$ cat config.mk
export PLATFORM = sky130hd
export DESIGN_NAME = mem_stage_flat
export DESIGN_NICKNAME = d
export VERILOG_FILES = /design/src/rtl/mem_stage_if.sv /design/src/rtl/mem_stage.sv /design/src/flat_wrapper.sv
export SDC_FILE = /design/constraint.sdc
export NUM_CORES = 1
export LEC_CHECK = 0
export CAP_MARGIN = 20
export CORE_MARGIN = 2
export CORE_UTILIZATION = 48
export CTS_CLUSTER_DIAMETER = 40
export DETAILED_ROUTE_END_ITERATION = 10
export PLACE_DENSITY = 0.89
export SETUP_SLACK_MARGIN = 0.5
export SLEW_MARGIN = 5
export SYNTH_ARGS = -nofsm -noshare
export SYNTH_HDL_FRONTEND = slang
export SYNTH_SLANG_ARGS = --single-unit
$ cat constraint.sdc
create_clock -name clk -period 4.47 [get_ports clk]
set_input_delay 0.894 -clock clk [delete_from_list [all_inputs] [get_ports clk]]
set_output_delay 0.894 -clock clk [all_outputs]
set_load 0.005 [all_outputs]
$ cat src/rtl/mem_stage_if.sv
// Byte-serial shared memory port: the MEM stage is the master, the arbiter/memory is the slave.
interface mem_stage_if #(
    parameter int ADDR_W = 32
);
    logic [ADDR_W-1:0] a;
    logic              wr;
    logic [7:0]        dout;
    logic [7:0]        din;
    logic              gnt;

    modport master (output a, wr, dout, input din, gnt);
    modport slave  (input a, wr, dout, output din, gnt);
endinterface

$ cat src/rtl/mem_stage.sv
// MEM stage of the five-stage RISC-V core: byte-serial LB/LH/LW/LBU/LHU/SB/SH/SW over mem_bus.
// Optional misalignment trap: define MEM_MISALIGN_TRAP_EN.
module mem_stage #(
    parameter int ADDR_W = 32,
    parameter int DATA_W = 32
) (
    input  logic              clk,
    input  logic              rst,
    input  logic [3:0]        mem_op_i,
    input  logic [DATA_W-1:0] rd_data_i,
    input  logic [4:0]        rd_addr_i,
    input  logic              rd_enable_i,
    input  logic [ADDR_W-1:0] mem_addr_i,
    input  logic [DATA_W-1:0] store_data_i,
    output logic [DATA_W-1:0] rd_data_o,
    output logic [4:0]        rd_addr_o,
    output logic              rd_enable_o,
    output logic              stall_req_o,
    mem_stage_if.master       mem_bus,
    output logic              misalign_o
);
    localparam logic [3:0] OP_LB  = 4'd1;
    localparam logic [3:0] OP_LH  = 4'd2;
    localparam logic [3:0] OP_LW  = 4'd3;
    localparam logic [3:0] OP_LBU = 4'd4;
    localparam logic [3:0] OP_LHU = 4'd5;
    localparam logic [3:0] OP_SB  = 4'd6;
    localparam logic [3:0] OP_SH  = 4'd7;
    localparam logic [3:0] OP_SW  = 4'd8;

    typedef enum logic [1:0] {IDLE, ACC, TAIL, DONE} state_e;

    state_e            state_q, state_d;
    logic [1:0]        cnt_q, cnt_d, next_cnt;
    logic [DATA_W-1:0] asm_q, asm_d;
    logic [ADDR_W-1:0] a_q, a_d;
    logic              wr_q, wr_d;
    logic [7:0]        dout_q, dout_d;
    logic              pend_q, pend_d;
    logic [1:0]        lane_q, lane_d;

    logic              is_load, is_store, is_mem, is_signed;
    logic [1:0]        last_idx;
    logic [DATA_W-1:0] load_val;

`ifdef MEM_MISALIGN_TRAP_EN
    logic mis_q, mis_d;
    logic misaligned;
    assign misaligned = (last_idx == 2'd1 && mem_addr_i[0]) ||
                        (last_idx == 2'd3 && mem_addr_i[1:0] != 2'b00);
`endif

    // last_idx is the index of the final byte (N-1); codes 9-15 decode as NONE.
    always_comb begin
        is_load   = 1'b0;
        is_store  = 1'b0;
        is_signed = 1'b0;
        last_idx  = 2'd0;
        case (mem_op_i)
            OP_LB:  begin is_load  = 1'b1; is_signed = 1'b1; end
            OP_LH:  begin is_load  = 1'b1; is_signed = 1'b1; last_idx = 2'd1; end
            OP_LW:  begin is_load  = 1'b1; last_idx = 2'd3; end
            OP_LBU: is_load = 1'b1;
            OP_LHU: begin is_load  = 1'b1; last_idx = 2'd1; end
            OP_SB:  is_store = 1'b1;
            OP_SH:  begin is_store = 1'b1; last_idx = 2'd1; end
            OP_SW:  begin is_store = 1'b1; last_idx = 2'd3; end
            default: ;
        endcase
    end
    assign is_mem = is_load | is_store;

    always_comb begin
        // NOTE: every next-value gets a default first, so no path through this block infers a latch.
        state_d  = state_q;
        cnt_d    = cnt_q;
        asm_d    = asm_q;
        a_d      = a_q;
        wr_d     = wr_q;
        dout_d   = dout_q;
        pend_d   = 1'b0;
        lane_d   = lane_q;
        next_cnt = cnt_q + 2'd1;
`ifdef MEM_MISALIGN_TRAP_EN
        mis_d    = mis_q;
`endif
        // Read data arrives the cycle after its grant; drop it into the lane it was issued for.
        if (pend_q) asm_d[{lane_q, 3'b000} +: 8] = mem_bus.din;

        case (state_q)
            IDLE: begin
                if (is_mem) begin
`ifdef MEM_MISALIGN_TRAP_EN
                    mis_d = misaligned;
                    if (misaligned) begin
                        state_d = DONE;
                    end else begin
                        state_d = ACC;
                        cnt_d   = 2'd0;
                        a_d     = mem_addr_i;
                        wr_d    = is_store;
                        dout_d  = store_data_i[7:0];
                        asm_d   = '0;
                    end
`else
                    state_d = ACC;
                    cnt_d   = 2'd0;
                    a_d     = mem_addr_i;
                    wr_d    = is_store;
                    dout_d  = store_data_i[7:0];
                    asm_d   = '0;
`endif
                end
            end
            ACC: begin
                if (mem_bus.gnt) begin
                    if (!wr_q) begin
                        pend_d = 1'b1;
                        lane_d = cnt_q;
                    end
                    if (cnt_q == last_idx) begin
                        state_d = wr_q ? DONE : TAIL;
                        wr_d    = 1'b0;
                    end else begin
                        cnt_d  = next_cnt;
                        a_d    = mem_addr_i + ADDR_W'(next_cnt);
                        dout_d = store_data_i[{next_cnt, 3'b000} +: 8];
                    end
                end
            end
            TAIL:    state_d = DONE;
            DONE:    state_d = IDLE;
            default: state_d = IDLE;
        endcase
    end

    always_ff @(posedge clk) begin
        // NOTE: every register is small control/data state, so all of them take the synchronous reset.
        if (rst) begin
            state_q <= IDLE;
            cnt_q   <= '0;
            asm_q   <= '0;
            a_q     <= '0;
            wr_q    <= 1'b0;
            dout_q  <= '0;
            pend_q  <= 1'b0;
            lane_q  <= '0;
`ifdef MEM_MISALIGN_TRAP_EN
            mis_q   <= 1'b0;
`endif
        end else begin
            // NOTE: non-blocking updates so every flop samples the same pre-edge values.
            state_q <= state_d;
            cnt_q   <= cnt_d;
            asm_q   <= asm_d;
            a_q     <= a_d;
            wr_q    <= wr_d;
            dout_q  <= dout_d;
            pend_q  <= pend_d;
            lane_q  <= lane_d;
`ifdef MEM_MISALIGN_TRAP_EN
            mis_q   <= mis_d;
`endif
        end
    end

    always_comb begin
        case (last_idx)
            2'd0:    load_val = {{24{is_signed & asm_q[7]}},  asm_q[7:0]};
            2'd1:    load_val = {{16{is_signed & asm_q[15]}}, asm_q[15:0]};
            default: load_val = asm_q;
        endcase
    end

    always_comb begin
        rd_addr_o   = rd_addr_i;
        rd_data_o   = rd_data_i;
        rd_enable_o = 1'b0;
        stall_req_o = 1'b0;
        misalign_o  = 1'b0;
        case (state_q)
            IDLE: begin
                if (is_mem) stall_req_o = 1'b1;
                else        rd_enable_o = rd_enable_i;
            end
            ACC, TAIL: stall_req_o = 1'b1;
            DONE: begin
                if (is_load) begin
                    rd_enable_o = rd_enable_i;
                    rd_data_o   = load_val;
                end
            end
            default: ;
        endcase
`ifdef MEM_MISALIGN_TRAP_EN
        if (state_q == DONE && mis_q) begin
            rd_enable_o = 1'b0;
            rd_data_o   = rd_data_i;
            misalign_o  = 1'b1;
        end
`endif
        if (rst) begin
            rd_enable_o = 1'b0;
            stall_req_o = 1'b0;
        end
    end

    assign mem_bus.a    = a_q;
    assign mem_bus.wr   = wr_q;
    assign mem_bus.dout = dout_q;
endmodule
$ cat src/flat_wrapper.sv
// flat-port wrapper written by rule: the top's interface ports become plain ports
module mem_stage_flat 
#(
    parameter int ADDR_W = 32,
    parameter int DATA_W = 32
)
  (clk, rst, mem_op_i, rd_data_i, rd_addr_i, rd_enable_i, mem_addr_i, store_data_i, rd_data_o, rd_addr_o, rd_enable_o, stall_req_o, misalign_o, mem_bus_a, mem_bus_wr, mem_bus_dout, mem_bus_din, mem_bus_gnt);
  mem_stage_if #(.ADDR_W(ADDR_W)) mem_bus_i ();
  input  logic clk;
  input  logic rst;
  input  logic [3:0] mem_op_i;
  input  logic [DATA_W-1:0] rd_data_i;
  input  logic [4:0] rd_addr_i;
  input  logic rd_enable_i;
  input  logic [ADDR_W-1:0] mem_addr_i;
  input  logic [DATA_W-1:0] store_data_i;
  output logic [DATA_W-1:0] rd_data_o;
  output logic [4:0] rd_addr_o;
  output logic rd_enable_o;
  output logic stall_req_o;
  output logic misalign_o;
  output wire logic [$bits(mem_bus_i.a)-1:0] mem_bus_a;
  output wire logic [$bits(mem_bus_i.wr)-1:0] mem_bus_wr;
  output wire logic [$bits(mem_bus_i.dout)-1:0] mem_bus_dout;
  input wire logic [$bits(mem_bus_i.din)-1:0] mem_bus_din;
  input wire logic [$bits(mem_bus_i.gnt)-1:0] mem_bus_gnt;
  assign mem_bus_a = mem_bus_i.a;
  assign mem_bus_wr = mem_bus_i.wr;
  assign mem_bus_dout = mem_bus_i.dout;
  assign mem_bus_i.din = mem_bus_din;
  assign mem_bus_i.gnt = mem_bus_gnt;
  mem_stage #(.ADDR_W(ADDR_W), .DATA_W(DATA_W)) u_core (.clk(clk), .rst(rst), .mem_op_i(mem_op_i), .rd_data_i(rd_data_i), .rd_addr_i(rd_addr_i), .rd_enable_i(rd_enable_i), .mem_addr_i(mem_addr_i), .store_data_i(store_data_i), .rd_data_o(rd_data_o), .rd_addr_o(rd_addr_o), .rd_enable_o(rd_enable_o), .stall_req_o(stall_req_o), .mem_bus(mem_bus_i), .misalign_o(misalign_o));
endmodule
======== After elaboration in Yosys (flattened, before gate mapping) ========
Cells that the tools add are included.
Widths: inputs -> output; s select.
storage, ports and cells
  bits in registers ....................... 80
  output and inout port bits .............. 81
cells by class
  shift operators ......................... 3
  bitwise operators ....................... 6
  muxes and demuxes ....................... 40
  equal/unequal tests ..................... 17
  reductions and logical operators ........ 14
  add/subtract/negate cells ............... 3
operators with widths
  kind                    number
  $mux 32                 8
  $pmux 32 s2             2
  $add 32x2->32           1
  $bwmux 32               1
  $shift 8x7->32 const A  1
  $shiftx 32x6->8         1
  $shiftx 8x7->32         1
  $mux 8                  3
  $eq 4x3->1 const B      4
  $pmux 8 s2              1
  $mux 1                  13
  $mux 2                  6
  $reduce_or 3->1         3
  $eq 4x2->1 const B      2
  $pmux 2 s2              2
  $pmux 2 s4              1
  $reduce_and 4->1        2
  $neg 5->7               1
  $pmux 1 s2              3
  $reduce_and 3->1        2
  $reduce_or 2->1         3
  $reduce_or 5->1         1
  $eq 2x1->1 const B      2
  $eq 2x2->1 const B      2
  11 further kinds        17

======== Longest topological paths before layout ========
Gate-level depths: netlist of run 1.
  depth after elaboration ................. 7
  gate-level depth with buffers ........... 10
  gate-level depth less buffers ........... 8

======== Worst setup path after synthesis of run 1 ========
OpenSTA, ideal clock, no wires.
  kind .................................... input to output
  start point ............................. input port mem_op_i[1]
  end point ............................... output port rd_enable_o
  data arrival time ....................... 2.381 ns
  path slack .............................. 1.195 ns
  cell stages on the path ................. 7
  required time ........................... 3.576 ns
  cell sequence ........................... clkbuf_1 nor4_1 nor2_1 nor2_4 buf_2 nor2_1 nor4b_1
between the ends
  longest elaborated chain between the ends .. 7
  elaborated cells on any way between the ends .. 17
  classes of those cells .................. eq/ne (8); mux (6); bitwise (1); reduce/logical (2)
ends and longest elaborated chain
  what                                                          line                RTL
  start: declaration                                            flat_wrapper.sv:11  input logic [3:0] mem_op_i;
  $eq 4x3->1 (tied with other cells)                            mem_stage.sv:59     case (mem_op_i)
  $reduce_or 5->1 (no line) or $reduce_or 3->1 (tied branches)  n/a
  $mux 1                                                        mem_stage.sv:59
  $or 1x1->1                                                    mem_stage.sv:71     assign is_mem = is_load | is_store;
  $mux 1                                                        mem_stage.sv:183    if (is_mem) stall_req_o = 1'b1;
  $pmux 1 s2 (*)                                                mem_stage.sv:181    case (state_q)
  $mux 1 (*)                                                    mem_stage.sv:202    if (rst) begin
  end: declaration                                              flat_wrapper.sv:19  output logic rd_enable_o;
Every way passes the cells marked *; elsewhere a longest branch is shown, timed or not.

======== Worst setup path after layout of run 1 ========
  start point ............................. input port mem_op_i[3]
  end point ............................... output port rd_data_o[9]
between the ends
  longest elaborated chain between the ends .. 7
  elaborated cells on any way between the ends .. 20
  classes of those cells .................. eq/ne (8); mux (6); bitwise (1); reduce/logical (5)
ends and longest elaborated chain
  what                                                          line                RTL
  $eq 4x2->1 (tied with other cells)                            mem_stage.sv:59
  $reduce_or 3->1 (no line) or $reduce_or 2->1 (tied branches)  n/a
  $pmux 2 s2 or $mux 1 (tied branches)                          mem_stage.sv:59
  $eq 2x1->1 (tied with other cells)                            mem_stage.sv:168    case (last_idx)
  $pmux 32 s2                                                   mem_stage.sv:168
  $mux 32 (*)                                                   mem_stage.sv:188    if (is_load) begin
  $mux 32 (*)                                                   mem_stage.sv:181
  end: declaration                                              flat_wrapper.sv:17  output logic [DATA_W-1:0] rd_data_o;
Marks and branches as above.

==> flow_metrics.py, run 1 <==
metrics = {
    "die": {
        "coreArea_um2": 10400,
        "start_util_pct": 49.7,
        "row_count": 37,
        "die_h_um": 108,
        "die-area_um2": 11600,
        "boundaryPins": 198,
        "die_x_um": 108,
    },
    "timing": {
        "period_minus_slack_ns": 3.75,
        "max_slew_margin_pct": 43.0,
        "clock-skew-final_ns": 0.0151,
        "drv_slew": 0,
        "finalSetupViolCount": 0,
        "fmax_ghz": 0.266,
        "hold_viol": 0,
        "final.period_utilization_pct": 84.0,
        "fin_setup_tns_ns": 0,
        "rsz0062_at_grt": "false",
        "tightest_slew_ns": 0.846,
    },
    "worst_setup_path": {
        "worst_setup_path_end_kind": "output port",
        "timing.rr.start": "u_core.cnt_q[1]",
        "start_kind": "input pin",
        "worstPathArrival_ns": 2.86,
        "ff2ff_setup_slack_ns": 1.19,
        "required_ns": 3.58,
        "critical_path.startpoint": "mem_op_i[3]",
        "cp_max_fo": 14,
        "criticalPathCategory": "in -> out",
    },
    "place": {
        "portBuffers": 186,
        "hpwl_mm": 11.9,
        "placed_cells": 894,
        "gp_congestion": 0.921,
    },
    "synthesis": {
        "netlist_area_um2": 5180,
        "synthArstFlopShare_pct": 0,
        "syn_nets": 740,
        "ys_types": 62,
        "syn_area_per_cell_um2": 8.48,
        "ys_dominant_reg_cell": "dfxtp_1",
        "synth_edf_count": 0,
        "ys_seq_area_share_pct": 30.9,
        "synthCells": 611,
        "synth-warning-count": 0,
        "ys_ff_latch": 80,
    },
    "outcome": {
        "status": "finished clean",
    },
    "layout": {
        "nFillCells": 800,
        "layout.cells.most_common": "clkdlybuf4s50_1",
        "finalNonFillerCells": 910,
        "diodes": 0,
        "drive_gt1_share_pct": 11.2,
        "syn2layout_area_growth_pct": 41.4,
        "finalNetCount": 898,
        "layout_common_cells": "clkdlybuf4s50_1 (181), dfxtp_1 (80), nor2_1 (63)",
    },
    "global_route": {
        "antenna_found_initial": 0,
        "overflow": 0,
        "grt_max_degree": 49,
        "grt_pass1_vias": 5248,
        "grt_pass1_wl_mm": 25.2,
        "grt_use_total_pct": 26.7,
    },
    "route": {
        "avgViaCountPerCell": 6.07,
        "first_pass_iters": 6,
        "vias": 5528,
        "drt_iter0_drc": 370,
        "drt_wl_total_mm": 15.9,
        "detail_route.wl_per_cell_um": 17.5,
        "drc": 0,
        "ant_nets": 0,
    },
    "cts": {
        "htree_levels": 3,
        "post_cts_buffers": 0,
        "clk_pin_slew_ns": 0.10,
        "cts_made_buffers": 9,
        "worst_skew_pair.late_latency_ns": 0.35,
        "cts-hold-fix-buffers": 0,
        "cts_root_buf": "clkbuf_8",
        "clock-sinks": 80,
        "cts_resized": 7,
        "ctsLongestPathBuffers": 2,
        "cts_tree": "done",
    },
    "worst_hold_path": {
        "min_path_type": "reg -> reg",
        "worstHoldStart": "u_core.mem_bus.a[25]",
    },
    "power": {
        "powerDensity_nw_per_um2": 425,
        "ir_drop_mv": 0.343,
        "p_leak_nw": 2.46,
    },
    "flow_run": {
        "maxCapViolCount": 0,
    },
}
layout make-up:
type	count	area [um^2]	share of cell area, %
Clock buffer	11	151	2.07
Clock inverter	5	62.6	0.854
Inverter	28	105	1.43
Multi-Input combinational cell	450	3240	44.2
Sequential cell	80	1600	21.9
Tap cell	136	170	2.32
Timing Repair Buffer	200	1990	27.2
sequential cells by signal, summed over array words and instances (netlist names):
register and count:
u_core.asm_q 32, u_core.cnt_q 2, u_core.lane_q 2, u_core.mem_bus.a 32, u_core.mem_bus.dout 8, u_core.mem_bus.wr 1
u_core.pend_q 1, u_core.state_q 2
path summary, 6_finish.rpt:
| kind | depth (start not counted) | end |
|---|---|---|
| setup / recovery | 6 | rd_data_o[9] |
| hold / removal | 2 | u_core.mem_bus.a[25] |
| setup reg to reg | 7 | u_core.mem_bus.a[21] |
| hold reg to reg | 2 | u_core.mem_bus.a[25] |
cells by family (layout without fill, tap and decap cells):
| logic type | count (synthesis) | count (layout) | synth area share, % |
|---|---|---|---|
| buffers and inverters | 81 | 244 | 7.27 |
| DFF | 80 | 80 | 30.9 |
| other | 1 | 1 | 0.0724 |
| AOI/OAI and AO/OA | 208 | 208 | 32.2 |
| xor gates and xnor gates | 14 | 14 | 2.37 |
| muxes | 30 | 30 | 6.06 |
| and+or+nand+nor | 185 | 185 | 18.1 |
| adders and majority gates | 12 | 12 | 3.04 |
power breakdown:
group	internal, W	switching [W]
clock	0.000293	0.000284
combinational	0.000772	0.000773
sequential	0.000881	0.000108
total	0.00195	0.00116
cells in the mapped netlist (13+ instances only):
master | number | area (um^2)
inv_1 | 28 | 105
a211oi_2 | 13 | 163
a21oi_1 | 48 | 240
nor4_1 | 13 | 81.3
mux2i_1 | 19 | 190
a31o_1 | 13 | 114
nor2_1 | 64 | 240
nor3_1 | 14 | 70.1
nand2_1 | 40 | 150
dfxtp_1 | 80 | 1600
a22oi_1 | 40 | 300
a2111oi_2 | 18 | 270
clkbuf_1 | 26 | 97.6
metal layers:
metal  track usage [%]  up-vias  part of all wire [%]
li1                  -     2611                     -
met1              32.9     2595                    41
met2              46.5      291                    49
met3              5.51       31                   8.7
met4              8.33        0                   1.8
met5                 0        -                     0
metrics by stage:
step	hold WS [ns]	instance area, um^2	power (W)	utilization [%]	setup slack [ns]
final	0.466	7320	0.00311	70.3	0.715
after CTS	0.474	7310	0.00312	70.2	0.715
after global placement	0.447	7050	0.00248	67.7	0.409
after global routing	0.494	7320	0.00328	70.3	0.577
after detailed placement	0.460	7090	0.00254	68.1	0.297
after floorplan	0.455	5180	0.00189	-	1.20
worst max-delay path: stages:
cell             delay [ns]
dlygate4sd2_1          0.46
or4b_4                 0.55
o21ai_2                0.17
nand2_1                0.10
a21oi_1                0.16
clkdlybuf4s50_1        0.51
Power figures use the tool's default switching activity.
==> run 2: changes to the inputs <==
- CORE_UTILIZATION: 48 -> 45
- PLACE_DENSITY: 0.89 -> 0.85
- clock period: 4.47 -> 3.55 ns (I/O delays scaled with it)
==> run 2 against run 1 <==
Against the previous run: sequential cell count unchanged; clock skew decreased by 0.0091 ns; non-clock buffer count increased by 34; via count increased by 0.72%; worst setup slack got worse by 0.25 ns; utilization decreased by 1.7 points; global-route usage decreased by 0.46 points; sequential share of layout area decreased by 1.2 points; critical path type unchanged.
==> flow_metrics.py, run 2 (synthesis results as in run 1) <==
metrics = {
    "outcome": {
        "status": "finished clean",
    },
    "place": {
        "hpwl_mm": 12.1,
        "placed_cells": 919,
        "gp_congestion": 0.858,
        "portBuffers": 186,
    },
    "global_route": {
        "overflow": 0,
        "grt_use_total_pct": 26.3,
        "grt_pass1_vias": 5535,
        "grt_pass1_wl_mm": 27.0,
        "antenna_found_initial": 0,
        "grt_max_degree": 33,
    },
    "timing": {
        "period_minus_slack_ns": 3.08,
        "fmax_ghz": 0.324,
        "tightest_slew_ns": 0.827,
        "final.period_utilization_pct": 86.8,
        "max_slew_margin_pct": 44.3,
        "hold_viol": 0,
        "drv_slew": 0,
        "clock-skew-final_ns": 0.00600,
        "finalSetupViolCount": 0,
        "rsz0062_at_grt": "true",
        "fin_setup_tns_ns": 0,
        "hold-worst-slack_ns": 0.466,
    },
    "power": {
        "pwr-share-clk_pct": 24.3,
        "internal_power_w": 0.00277,
        "p_switching_w": 0.00151,
        "sw_frac_of_total_pct": 35.2,
        "combPwrFrac_pct": 46.5,
        "power_w": 0.00428,
        "powerDensity_nw_per_um2": 551,
        "seq_power_share_pct": 29.2,
        "p_leak_nw": 2.76,
        "ir_drop_mv": 0.404,
    },
    "worst_setup_path": {
        "worst_setup_path_end_kind": "output port",
        "cpMostUsedCell": "buf_4",
        "required_ns": 2.84,
        "critical_path.cell_chain": "buf_4 > buf_6 > buf_4 > buf_4 > nand3b_1 > a21oi_1 > buf_4 > buf_4 > a21oi_1 > a21oi_1 > dlygate4sd2_1",
        "ff2ff_setup_slack_ns": 0.89,
        "cp_max_fo": 12,
        "timing.rr.start": "u_core.cnt_q[0]",
        "criticalPathCategory": "in -> out",
        "max_stage_delay_ns": 0.26,
        "start_kind": "input pin",
        "critical_path.startpoint": "mem_op_i[1]",
        "worstReg2RegEnd": "u_core.mem_bus.a[21]",
        "slowest_stage": "dlygate4sd2_1",
        "worstPathArrival_ns": 2.37,
        "reg2reg_depth": 7,
    },
    "die": {
        "die_h_um": 111,
        "start_util_pct": 45.8,
        "die_x_um": 111,
        "coreArea_um2": 11300,
        "die-area_um2": 12400,
        "row_count": 39,
        "boundaryPins": 198,
    },
    "route": {
        "vias": 5568,
        "drc": 0,
        "ant_nets": 0,
        "first_pass_iters": 5,
        "drt_iter0_drc": 334,
        "avgViaCountPerCell": 5.85,
        "detail_route.wl_per_cell_um": 17.7,
        "drt_wl_total_mm": 16.8,
    },
    "layout": {
        "layout.cells.most_common": "clkdlybuf4s50_1",
        "finalNonFillerCells": 951,
        "diodes": 0,
        "drive_gt1_share_pct": 16.1,
        "layout_common_cells": "clkdlybuf4s50_1 (147), dfxtp_1 (79), nor2_1 (61)",
        "finalNetCount": 932,
        "syn2layout_area_growth_pct": 49.8,
        "utilization_pct": 68.6,
    },
    "cts": {
        "cts_tree": "done",
        "clk_pin_slew_ns": 0.06,
        "worst_skew_pair.late_latency_ns": 0.34,
        "htree_levels": 3,
        "cts-hold-fix-buffers": 0,
        "clock-sinks": 80,
        "cts_root_buf": "clkbuf_16",
        "cts_made_buffers": 9,
        "ctsLongestPathBuffers": 2,
    },
    "worst_hold_path": {
        "worstHoldStart": "u_core.mem_bus.a[23]",
        "holdPathStages": 2,
        "min_path_type": "reg -> reg",
        "hold_end": "u_core.mem_bus.a[23]",
    },
    "flow_run": {
        "maxCapViolCount": 0,
    },
}
## run 2: stage by stage
| step | area, um^2 | worst slack, ns |
|---|---|---|
| detailed placement | 7230 | -0.0608 |
| finish | 7760 | 0.468 |
| global placement | 7230 | 0.0451 |
| floorplan | 5180 | 0.643 |
| CTS | 7710 | 0.489 |
| global route | 7760 | 0.392 |
## run 2: worst max-delay path by stage
stage	endpoint	depth (start not counted)
after floorplan	rd_enable_o	7
after global placement	rd_data_o[1]	8
after detailed placement	rd_data_o[0]	8
after CTS	rd_data_o[0]	7
after global routing	rd_data_o[26]	11
final	rd_data_o[26]	11
## run 2: metal layers
metal | global-route usage [%] | vias up | routed length (um)
met5 | 0 | - | 0
met4 | 11.5 | 0 | 490
met3 | 6.23 | 40 | 1180
met2 | 46.1 | 229 | 8360
met1 | 30.5 | 2627 | 6780
li1 | - | 2672 | -
## run 2: critical path: cells and delay by family
kind / cells / cell delay (ns)
simple gates: 1 / 0.12
compound gates: 3 / 0.47
buf+inv: 7 / 1.06
## run 2: cell type report
class	instances	area, um^2
Timing Repair Buffer	234	2290
Inverter	28	105
Clock buffer	11	253
Clock inverter	5	86.3
Sequential cell	80	1600
Multi-Input combinational cell	450	3240
Fill cell	844	3560
Tap cell	143	179
## run 2: power by group through the flow
| stage | logic (W) | registers, W | clock network, W |
|---|---|---|---|
| after floorplan | 0.00112 | 0.00125 | 0 |
| after global placement | 0.00193 | 0.00125 | 0 |
| after detailed placement | 0.00198 | 0.00126 | 0 |
| after CTS | 0.00199 | 0.00125 | 0.00105 |
| after global routing | 0.00214 | 0.00128 | 0.00109 |
| final | 0.00199 | 0.00125 | 0.00104 |
## run 2: what timing repair did
action                                 in CTS  in global routing
gates resized for setup                    59                 25
pin swaps                                   2                  0
buffers inserted                            9                  3
setup endpoints to repair                  34                 35
gates cloned                                3                  1
endpoints found under the hold margin       0                  0
==> run 3: changes to the inputs <==
- CORE_MARGIN: 2 -> unset
- SLEW_MARGIN: 5 -> 20
==> run 3 against run 2 <==
Against the previous run: hold slack worse by 0.0043 ns; critical endpoint is now rd_data_o[31]; critical path depth down 3; register-to-register slack about the same; sequential cell count unchanged; final cell count up 0.11%; sequential power about the same; non-clock buffer count up 4; clock-buffer cell count up 1; wire length up 3.8%; utilization up 2.1 points.
==> flow_metrics.py, run 3 (synthesis results as in run 1) <==
metrics = {
    "power": {
        "powerDensity_nw_per_um2": 560,
        "p_switching_w": 0.00151,
        "power_w": 0.00437,
        "p_leak_nw": 2.77,
        "ir_drop_mv": 0.519,
        "pwr-share-clk_pct": 25.2,
        "sw_frac_of_total_pct": 34.7,
        "seq_power_share_pct": 28.6,
        "combPwrFrac_pct": 46.3,
        "internal_power_w": 0.00285,
    },
    "worst_setup_path": {
        "timing.rr.start": "u_core.cnt_q[0]",
        "worstPathArrival_ns": 2.54,
        "reg2reg_depth": 8,
        "criticalPathCategory": "in -> out",
        "required_ns": 2.84,
        "max_stage_delay_ns": 0.54,
        "worst_setup_path_end_kind": "output port",
        "cp_max_fo": 16,
        "ff2ff_setup_slack_ns": 0.90,
        "worstReg2RegEnd": "u_core.mem_bus.a[13]",
        "slowest_stage": "clkdlybuf4s50_1",
        "critical_path.cell_chain": "clkdlybuf4s15_2 > buf_4 > nand3b_1 > a211oi_1 > buf_4 > a21oi_1 > a21oi_1 > clkdlybuf4s50_1",
        "critical_path.startpoint": "mem_op_i[0]",
        "start_kind": "input pin",
    },
    "global_route": {
        "antenna_found_initial": 0,
        "grt_pass1_vias": 5528,
        "grt_use_total_pct": 28.8,
        "grt_max_degree": 33,
        "overflow": 0,
        "grt_pass1_wl_mm": 26.8,
    },
    "timing": {
        "finalSetupViolCount": 0,
        "rsz0062_at_grt": "true",
        "drv_slew": 0,
        "fin_setup_tns_ns": 0,
        "tightest_slew_ns": 0.904,
        "fmax_ghz": 0.308,
        "max_slew_margin_pct": 39.1,
        "final.period_utilization_pct": 91.4,
        "hold_viol": 0,
        "period_minus_slack_ns": 3.25,
        "hold-worst-slack_ns": 0.462,
        "clock-skew-final_ns": 0.00676,
    },
    "die": {
        "coreArea_um2": 11000,
        "die-area_um2": 11900,
        "start_util_pct": 47.0,
        "die_h_um": 109,
        "boundaryPins": 198,
        "die_x_um": 109,
        "row_count": 38,
    },
    "layout": {
        "layout_common_cells": "clkdlybuf4s50_1 (163), dfxtp_1 (79), nor2_1 (62)",
        "drive_gt1_share_pct": 17.0,
        "layout.cells.most_common": "clkdlybuf4s50_1",
        "syn2layout_area_growth_pct": 50.4,
        "finalNetCount": 936,
        "diodes": 0,
        "finalNonFillerCells": 952,
    },
    "cts": {
        "cts_root_buf": "clkbuf_16",
        "htree_levels": 3,
        "cts_made_buffers": 9,
        "clock-sinks": 80,
        "ctsLongestPathBuffers": 2,
        "clk_pin_slew_ns": 0.06,
        "worst_skew_pair.late_latency_ns": 0.34,
        "cts_tree": "done",
    },
    "flow_run": {
        "maxCapViolCount": 0,
    },
    "route": {
        "drt_iter0_drc": 361,
        "drt_wl_total_mm": 17.4,
        "highest_layer": "met4",
        "dr_wl_met2_mm": 8.64,
        "detail_route.wl_per_cell_um": 18.3,
        "avgViaCountPerCell": 5.99,
        "drc": 0,
        "vias": 5698,
        "route.met3.wl_mm": 1.58,
        "first_pass_iters": 5,
        "m1WireLength_mm": 6.80,
        "ant_nets": 0,
    },
    "worst_hold_path": {
        "worstHoldStart": "u_core.mem_bus.a[25]",
        "hold_end": "u_core.mem_bus.a[25]",
        "holdPathStages": 2,
        "min_path_type": "reg -> reg",
    },
    "outcome": {
        "status": "finished clean",
    },
    "place": {
        "portBuffers": 186,
        "placed_cells": 916,
        "hpwl_mm": 12.0,
        "gp_congestion": 0.906,
    },
}
run 3: cell types whose count changed in the layout (fill, tap and decap cells not counted), moves of 2 or more:
cell / delta
clkbuf_2: +2
buf_4: +6
clkdlybuf4s15_1: -8
clkinv_4: -2
dlygate4sd2_1: -13
clkdlybuf4s50_1: +16
run 3: power groups by stage:
stage          logic, W  clock network [W]  registers, W
2_1_floorplan   0.00112                  0       0.00125
3_3_place_gp    0.00192                  0       0.00125
3_5_place_dp    0.00197                  0       0.00126
4_1_cts         0.00200            0.00111       0.00125
5_1_grt         0.00216            0.00115       0.00127
6_report        0.00202            0.00110       0.00125
run 3: critical path: cells and delay by family:
kind                   cells  cell delay [ns]
buffers and inverters      4             1.17
AO/OA/AOI/OAI              3             0.50
AND/OR/NAND/NOR            1             0.14
run 3: through the flow:
| stage | cell area, um^2 | utilization [%] | worst slack (ns) |
|---|---|---|---|
| final | 7790 | 70.6 | 0.305 |
| after global routing | 7790 | 70.6 | 0.186 |
| after CTS | 7740 | 70.2 | 0.353 |
| after detailed placement | 7210 | 65.3 | -0.0505 |
| after global placement | 7210 | 65.3 | 0.0173 |
| after floorplan | 5180 | - | 0.643 |
run 3: worst max path at each step:
stage	endpoint
4_1_cts	rd_data_o[29]
3_3_place_gp	rd_enable_o
5_1_grt	rd_data_o[31]
6_report	rd_data_o[31]
2_1_floorplan	rd_enable_o
3_5_place_dp	rd_data_o[9]
run 3: area by class of cell:
type,count,area [um^2]
Multi-Input combinational cell,450,3250
Sequential cell,80,1600
Timing Repair Buffer,238,2300
Tap cell,140,175
Inverter,28,105
Clock inverter,4,98.8
Fill cell,842,3240
Clock buffer,12,256
run 3: metal layers:
metal | track usage [%] | up-vias
met5 | 0 | -
met4 | 12.3 | 0
met3 | 6.64 | 36
met2 | 51.3 | 278
met1 | 32.8 | 2699
li1 | - | 2685
run 3: what timing repair did:
item,CTS,global route
buffers inserted,12,5
gates cloned,3,0
hold buffers,0,0
endpoints found under the setup margin,47,34
gates resized for setup,45,27
pin swaps,2,2
